`src/rtl/div_pkg.sv`:
```
// Shared definitions for the iterative divider: FSM state encoding and counter sizing.
package div_pkg;

  typedef enum logic [1:0] {
    IDLE = 2'd0,
    RUN  = 2'd1,
    FIX  = 2'd2,
    DONE = 2'd3
  } div_state_e;

  // Iteration counter width; never narrower than one bit.
  function automatic int unsigned cnt_width(input int unsigned width);
    return (width <= 2) ? 1 : $clog2(width);
  endfunction

endpackage

```
`src/rtl/divisor_zero_detect.sv`:
```
// Combinational zero detect on a divisor operand of arbitrary width.
module divisor_zero_detect #(
  parameter int unsigned WIDTH = 32
) (
  input  logic [WIDTH-1:0] value,
  output logic             is_zero_c
);

  assign is_zero_c = ~|value;

endmodule

```
`src/rtl/div_iter_exc.sv`:
```
// Multicycle restoring divider, one quotient bit per cycle, with divide-by-zero
// exception, abort-on-restart and a start/ready handshake for pipeline stalls.
module div_iter_exc
  import div_pkg::*;
#(
  parameter int unsigned WIDTH  = 32,
  parameter bit          SIGNED = 1'b1
) (
  input  logic             clock,
  input  logic             reset,
  input  logic             ctrl_div,
  input  logic [WIDTH-1:0] dividend,
  input  logic [WIDTH-1:0] divisor,
  output logic [WIDTH-1:0] quotient,
  output logic [WIDTH-1:0] remainder,
  output logic             exception,
  output logic             result_rdy,
  output logic             busy
);

  localparam int unsigned         CNT_W     = cnt_width(WIDTH);
  localparam logic [CNT_W-1:0]    LAST_ITER = CNT_W'(WIDTH - 1);

  div_state_e       state_q, state_d;
  logic [CNT_W-1:0] cnt_q, cnt_d;
  logic [WIDTH-1:0] rem_q, rem_d;
  logic [WIDTH-1:0] quo_q, quo_d;
  logic [WIDTH-1:0] dvsr_q, dvsr_d;
  logic             q_neg_q, q_neg_d;
  logic             r_neg_q, r_neg_d;
  logic [WIDTH-1:0] quotient_q, quotient_d;
  logic [WIDTH-1:0] remainder_q, remainder_d;
  logic             exception_q, exception_d;
  logic             result_rdy_q, result_rdy_d;
  logic             busy_q, busy_d;

  logic             divisor_zero_c;
  logic             dividend_neg, divisor_neg;
  logic [WIDTH-1:0] dividend_mag, divisor_mag;
  logic [WIDTH:0]   shifted, trial;
  logic             trial_ok;

  divisor_zero_detect #(.WIDTH(WIDTH)) u_zero_detect (
    .value     (divisor),
    .is_zero_c (divisor_zero_c)
  );

  // Operand magnitudes; the sign terms fold to zero in the unsigned build.
  always_comb begin
    dividend_neg = SIGNED && dividend[WIDTH-1];
    divisor_neg  = SIGNED && divisor[WIDTH-1];
    dividend_mag = dividend_neg ? -dividend : dividend;
    divisor_mag  = divisor_neg  ? -divisor  : divisor;
  end

  // Partial remainder is always below the divisor, so WIDTH+1 bits hold the trial.
  always_comb begin
    shifted  = {rem_q, quo_q[WIDTH-1]};
    trial    = shifted - {1'b0, dvsr_q};
    trial_ok = ~trial[WIDTH];
  end

  always_comb begin
    state_d      = state_q;
    cnt_d        = cnt_q;
    rem_d        = rem_q;
    quo_d        = quo_q;
    dvsr_d       = dvsr_q;
    q_neg_d      = q_neg_q;
    r_neg_d      = r_neg_q;
    quotient_d   = quotient_q;
    remainder_d  = remainder_q;
    exception_d  = exception_q;
    result_rdy_d = 1'b0;

    case (state_q)
      RUN: begin
        rem_d = trial_ok ? trial[WIDTH-1:0] : shifted[WIDTH-1:0];
        quo_d = {quo_q[WIDTH-2:0], trial_ok};
        cnt_d = cnt_q + CNT_W'(1);
        if (cnt_q == LAST_ITER) begin
          state_d = FIX;
        end
      end
      FIX: begin
        quotient_d   = q_neg_q ? -quo_q : quo_q;
        remainder_d  = r_neg_q ? -rem_q : rem_q;
        exception_d  = 1'b0;
        result_rdy_d = 1'b1;
        state_d      = DONE;
      end
      DONE: begin
        state_d = IDLE;
      end
      default: begin
        state_d = IDLE;
      end
    endcase

    // A start pulse wins in every state and silently drops any operation in flight.
    if (ctrl_div) begin
      dvsr_d  = divisor_mag;
      quo_d   = dividend_mag;
      rem_d   = '0;
      cnt_d   = '0;
      q_neg_d = dividend_neg ^ divisor_neg;
      r_neg_d = dividend_neg;
      if (divisor_zero_c) begin
        quotient_d   = '0;
        remainder_d  = '0;
        exception_d  = 1'b1;
        result_rdy_d = 1'b1;
        state_d      = DONE;
      end else begin
        quotient_d   = quotient_q;
        remainder_d  = remainder_q;
        exception_d  = 1'b0;
        result_rdy_d = 1'b0;
        state_d      = RUN;
      end
    end

    busy_d = (state_d == RUN) || (state_d == FIX);
  end

  always_ff @(posedge clock or posedge reset) begin
    if (reset) begin
      state_q      <= IDLE;
      cnt_q        <= '0;
      rem_q        <= '0;
      quo_q        <= '0;
      dvsr_q       <= '0;
      q_neg_q      <= 1'b0;
      r_neg_q      <= 1'b0;
      quotient_q   <= '0;
      remainder_q  <= '0;
      exception_q  <= 1'b0;
      result_rdy_q <= 1'b0;
      busy_q       <= 1'b0;
    end else begin
      state_q      <= state_d;
      cnt_q        <= cnt_d;
      rem_q        <= rem_d;
      quo_q        <= quo_d;
      dvsr_q       <= dvsr_d;
      q_neg_q      <= q_neg_d;
      r_neg_q      <= r_neg_d;
      quotient_q   <= quotient_d;
      remainder_q  <= remainder_d;
      exception_q  <= exception_d;
      result_rdy_q <= result_rdy_d;
      busy_q       <= busy_d;
    end
  end

  assign quotient   = quotient_q;
  assign remainder  = remainder_q;
  assign exception  = exception_q;
  assign result_rdy = result_rdy_q;
  assign busy       = busy_q;

endmodule

```
`config.mk`:
```
export PLATFORM = sky130hd
export DESIGN_NAME = div_iter_exc
export DESIGN_NICKNAME = d
export VERILOG_FILES = /design/src/rtl/div_pkg.sv /design/src/rtl/divisor_zero_detect.sv /design/src/rtl/div_iter_exc.sv
export SDC_FILE = /design/constraint.sdc
export NUM_CORES = 1
export LEC_CHECK = 0
export BUFFER_PORTS_ARGS = -buffer_cell sky130_fd_sc_hd__buf_4
export CORE_MARGIN = 8
export CORE_UTILIZATION = 45
export DETAILED_ROUTE_END_ITERATION = 6
export PLACE_DENSITY = 0.61
export SETUP_SLACK_MARGIN = 0.4
export SLEW_MARGIN = 15
export SYNTH_ARGS = -nofsm -noshare
export SYNTH_HDL_FRONTEND = slang
export SYNTH_SLANG_ARGS = --single-unit
```
`constraint.sdc`:
```
create_clock -name clock -period 9 [get_ports clock]
set_input_delay 2.7 -clock clock [delete_from_list [all_inputs] [get_ports clock]]
set_output_delay 2.7 -clock clock [all_outputs]
set_load 0.02 [all_outputs]
```
Word level (Yosys, flattened, before mapping):

Cells that the tools add are included.

* register bits: 172
* input bits: 67
* output and inout bits: 67
* logic and storage cells: 56

* add/sub/neg operators: 6
* equal/unequal tests: 6
* mux-type cells: 25
* bitwise logic cells: 2
* reductions and logical operators: 5

Operators with widths (number)
* $mux W32: 14
* $neg A32 Y32: 4
* $sub A33 B32 Y33: 1
* $reduce_or A32 Y1: 1
* $mux W5: 2
* $mux W2: 3
* $add A5 B1 Y5 const B: 1
* $eq A5 B5 Y1 const B: 1
* $mux W1: 5
* $eq A2 B1 Y1 const B: 2
* $eq A2 B2 Y1 const B: 2
* $pmux W2 S2: 1
* $reduce_bool A2 Y1: 2
* $ne A2 B2 Y1 const B: 1
* $reduce_and A2 Y1: 1
* $logic_or A1 B1 Y1: 1
* $not A1 Y1: 1
* $xor A1 B1 Y1: 1

Longest topological paths before layout:

* word-level depth: 6
* mapped depth: 13

Cells and area by module:

From an unflattened synthesis, not the netlist that was laid out.

* cell total of the unflattened synthesis: 1372
* area total of the unflattened synthesis: 11868.9 sq um

By module, submodules not included
* div_iter_exc: instances 1, cells an instance 1361, area an instance 11796.3 sq um, sequential area each 4304.1 sq um
* divisor_zero_detect: instances 1, cells an instance 11, area an instance 72.6 sq um, sequential area each 0.0 sq um

Worst setup path after synthesis:

OpenSTA, ideal clock, no wires.

* kind: input to register
* from: input divisor[2]
* to: register remainder_q[6], in the netlist remainder[6]
* library setup time: 0.135 ns
* arrival: 5.006 ns
* required time: 8.865 ns
* path slack: 3.860 ns
* stages on the path: 10
* path through: or3_1 or3b_1 nand2b_1 or3_1 nand2b_1 nand2b_1 nor2_1 buf_2 buf_2 o22ai_1

* cells in the longest elaborated chain, start to end: 3

Ends and longest elaborated chain
* start, declared: line div_iter_exc.sv:13 `input logic [WIDTH-1:0] divisor,`
* $reduce_or A32 Y1: line divisor_zero_detect.sv:9 `assign is_zero_c = ~|value;`
* $ne A2 B2 Y1 (no line)
* $reduce_and A2 Y1 (no line)
* end signal, assigned: line div_iter_exc.sv:149 `remainder_q <= remainder_d;`
* end, declared: line div_iter_exc.sv:32 `logic [WIDTH-1:0] remainder_q, remainder_d;`

No other way between the ends.
A chain may end at the register's enable or synchronous reset.

Worst setup path in the final report:

* from: input divisor[2]
* to: register remainder_q[19], in the netlist remainder[19]

The elaborated chain is that of the path after synthesis.

==> reports/metrics.csv <==
metric;value;unit
die_area;30300;um2
yosysSeqAreaShare;38.2;%
synth_most_common_cell;dfrtp_1;
worstSetupStartpointType;input port;
setup_tns;0;ps
ys_types;60;
cts_setup_buffers;0;
dr.pass1.iters;5;
dieHeight;174;um
pwr-share-clk;26.7;%
cts.repair.resized;0;
place.port_buffers;133;
cp_common_cell;nand2b_1;
p_seq_share;37.0;%
skew;15.5;ps
hold_ws;507;ps
worst_hold_path_type;reg -> reg;
area_growth_syn_to_layout;16.2;%
min_period;5320;ps
seq_area;4300;um2
critPathSlowestCell;nor2_4;
syn_inst;1285;
combinationalPowerShare;36.2;%
grt_max_degree;109;
antenna_cells;0;
post-route-period-util;59.1;%
fin_total_pwr;2700;uW
p_switching;1040;uW
cts.sinks;172;
n_fill_cell;2327;
ys_top_cells_by_area;dfrtp_1 38%, xor2_1 7.2%, mux2i_1 6.0%;
layout-drive-gt1-share;13.9;%
place_area;12500;um2
grt_usage;18.7;%
synth-seq-cells;172;
synth-edff-count;0;
cp_data_required_time;9270;ps
cts_buffers;17;
max_freq;188;MHz
synth_top_area_share;38.2;%
num_vias;9355;
dp_hpwl;20700;um
final_nets;1480;
gr-total-overflow;0;
num_rows;58;
clock-root-buffer;clkbuf_16;
yosys.area.top_type;dfrtp_1;
grt_pass1_wl;47100;um
rsz0062_at_grt;false;
postRouteAntennaNets;0;
syn_area_per_cell;8.76;um2
drc;0;
multi_input_area;6510;um2
endpoint_kind;flop;
clockBufferDepth;2;
initial_core_util;45.2;%
cp_max_fo;33;
crit_chain;buf_4, or3_1, or3b_1, nand2b_1, or3_1, nand2b_1, nand2b_1, nor2_4, buf_16, o22ai_1;
syn_nets;1393;
io_pins;134;
wl_met2;12300;um
leakage;0.00610;uW
power.density;206;nW/um2
hold_viol;0;
synth_flop_cell;dfrtp_1;
netSwitchingFraction;38.5;%
htree_levels;4;
setup_violations;0;
clk_pin_slew;70;ps
cap_violations;0;
hold_depth;2;
fp.dieW;174;um
ys_async_sr_fraction;100;%
highest_layer;met4;
drt_iter0_drc;717;
ir_drop;0.155;mV
synth_commonest_cells;172 x dfrtp_1, 158 x nand2_1, 105 x o21ai_0;
grt_pass1_vias;8961;
gp_congestion;0.885;
worst_r2r_path_depth;13;
insertion_delay;440;ps
fin_area;13100;um2
finalWirelength;28300;um
critical_path_arrival;5590;ps
grt_antenna_before_repair;0;
internal_power;1660;uW
met3_length;1110;um
viasPerCell;5.45;
wl_per_cell;16.5;um
maxSlewHeadroom;25.8;%
core-area;24900;um2
slew_violations;0;
tightest_slew;1110;ps
hold_buffers;0;
yosysWarnings;0;
max_stage_delay;490;ps
netlist_area;11300;um2
crit_type;in -> reg;
cts_tree;done;
status;completed;
wl_met1;14700;um
[flip-flops by register name (all words and copies together) (netlist names)]
name	count
quotient	32
remainder	32
q_neg_q	1
r_neg_q	1
result_rdy	1
state_q	2
exception	1
quo_q	32
rem_q	32
dvsr_q	32
busy	1
cnt_q	5
[path summary, 6_finish.rpt]
path / start / end / slack [ps]
worst min register to register: quotient[28] / quotient[28] / 510
max in group asynchronous: reset / rem_q[29] / 5100
worst min-delay path: quotient[28] / quotient[28] / 510
worst max-delay path: divisor[2] / remainder[19] / 3680
min in group asynchronous: reset / remainder[12] / 2410
worst max register to register: quo_q[31] / rem_q[17] / 5180
[metal layers]
layer	vias up	GRT usage [%]
li1	4737	-
met1	4420	27.8
met2	183	27.6
met3	15	3.62
met4	0	3.60
met5	-	0
[cell families after synthesis]
logic type	count (synthesis)	share of synthesized area [%]
AO/OA/AOI/OAI	351	19.7
AND/OR/NAND/NOR	375	15.3
multiplexers	69	6.16
adder cells (fa/ha/maj)	41	4.62
flip-flops	172	38.2
XOR/XNOR	150	11.7
buffers and inverters	127	4.30
[layout by cell type (no fill, tap or decap), drive strengths merged, types with 3 or more instances in the layout]
cell      netlist  final
o21bai          3      3
inv            55     62
xor2           93     93
o21a            7      7
mux2i          67     67
or4            15     15
nor3           17     17
o41ai          20     20
or3            17     17
nand4           8      8
ha             40     40
nand3          11     11
buf            12    140
clkbuf         60     17
o31ai          34     34
and2            3      3
a21oi          62     62
clkinv          0      4
nand2         158    158
a31oi           3      3
xnor2          57     57
o21ai         109    109
nor2b           7      7
a211oi         29     29
nor2          101    101
nand2b         21     21
clkinvlp        0      4
a21o           11     11
o22ai          51     51
nor4            7      7
dfrtp         172    172
[cell type report]
cell class | count | area share, %
Inverter | 55 | 1.62
Clock buffer | 17 | 3.25
Multi-Input combinational cell | 986 | 49.7
Clock inverter | 15 | 1.16
Timing Repair Buffer | 140 | 8.18
Tap cell | 330 | 3.16
Sequential cell | 172 | 32.9
[power groups by stage]
stage / logic [uW] / registers (uW) / clock network [uW]
after floorplan: 779 / 958 / 0
after global placement: 968 / 1010 / 0
after detailed placement: 977 / 1010 / 0
after CTS: 983 / 996 / 738
after global routing: 1100 / 1010 / 771
final: 978 / 999 / 721
[per-stage QoR]
stage,utilization (%),worst slack [ps],std cells
floorplan,-,1640,1285
global placement,50.1,2940,1682
detailed placement,50.1,2890,1682
CTS,52.5,3370,1714
global route,52.6,3510,1715
finish,52.6,3680,1715
[critical path: cells and delay by family]
family,cells,cell delay [ps]
buf+inv,2,370
compound gates,1,110
simple gates,7,2370
Power figures use the tool's default switching activity.
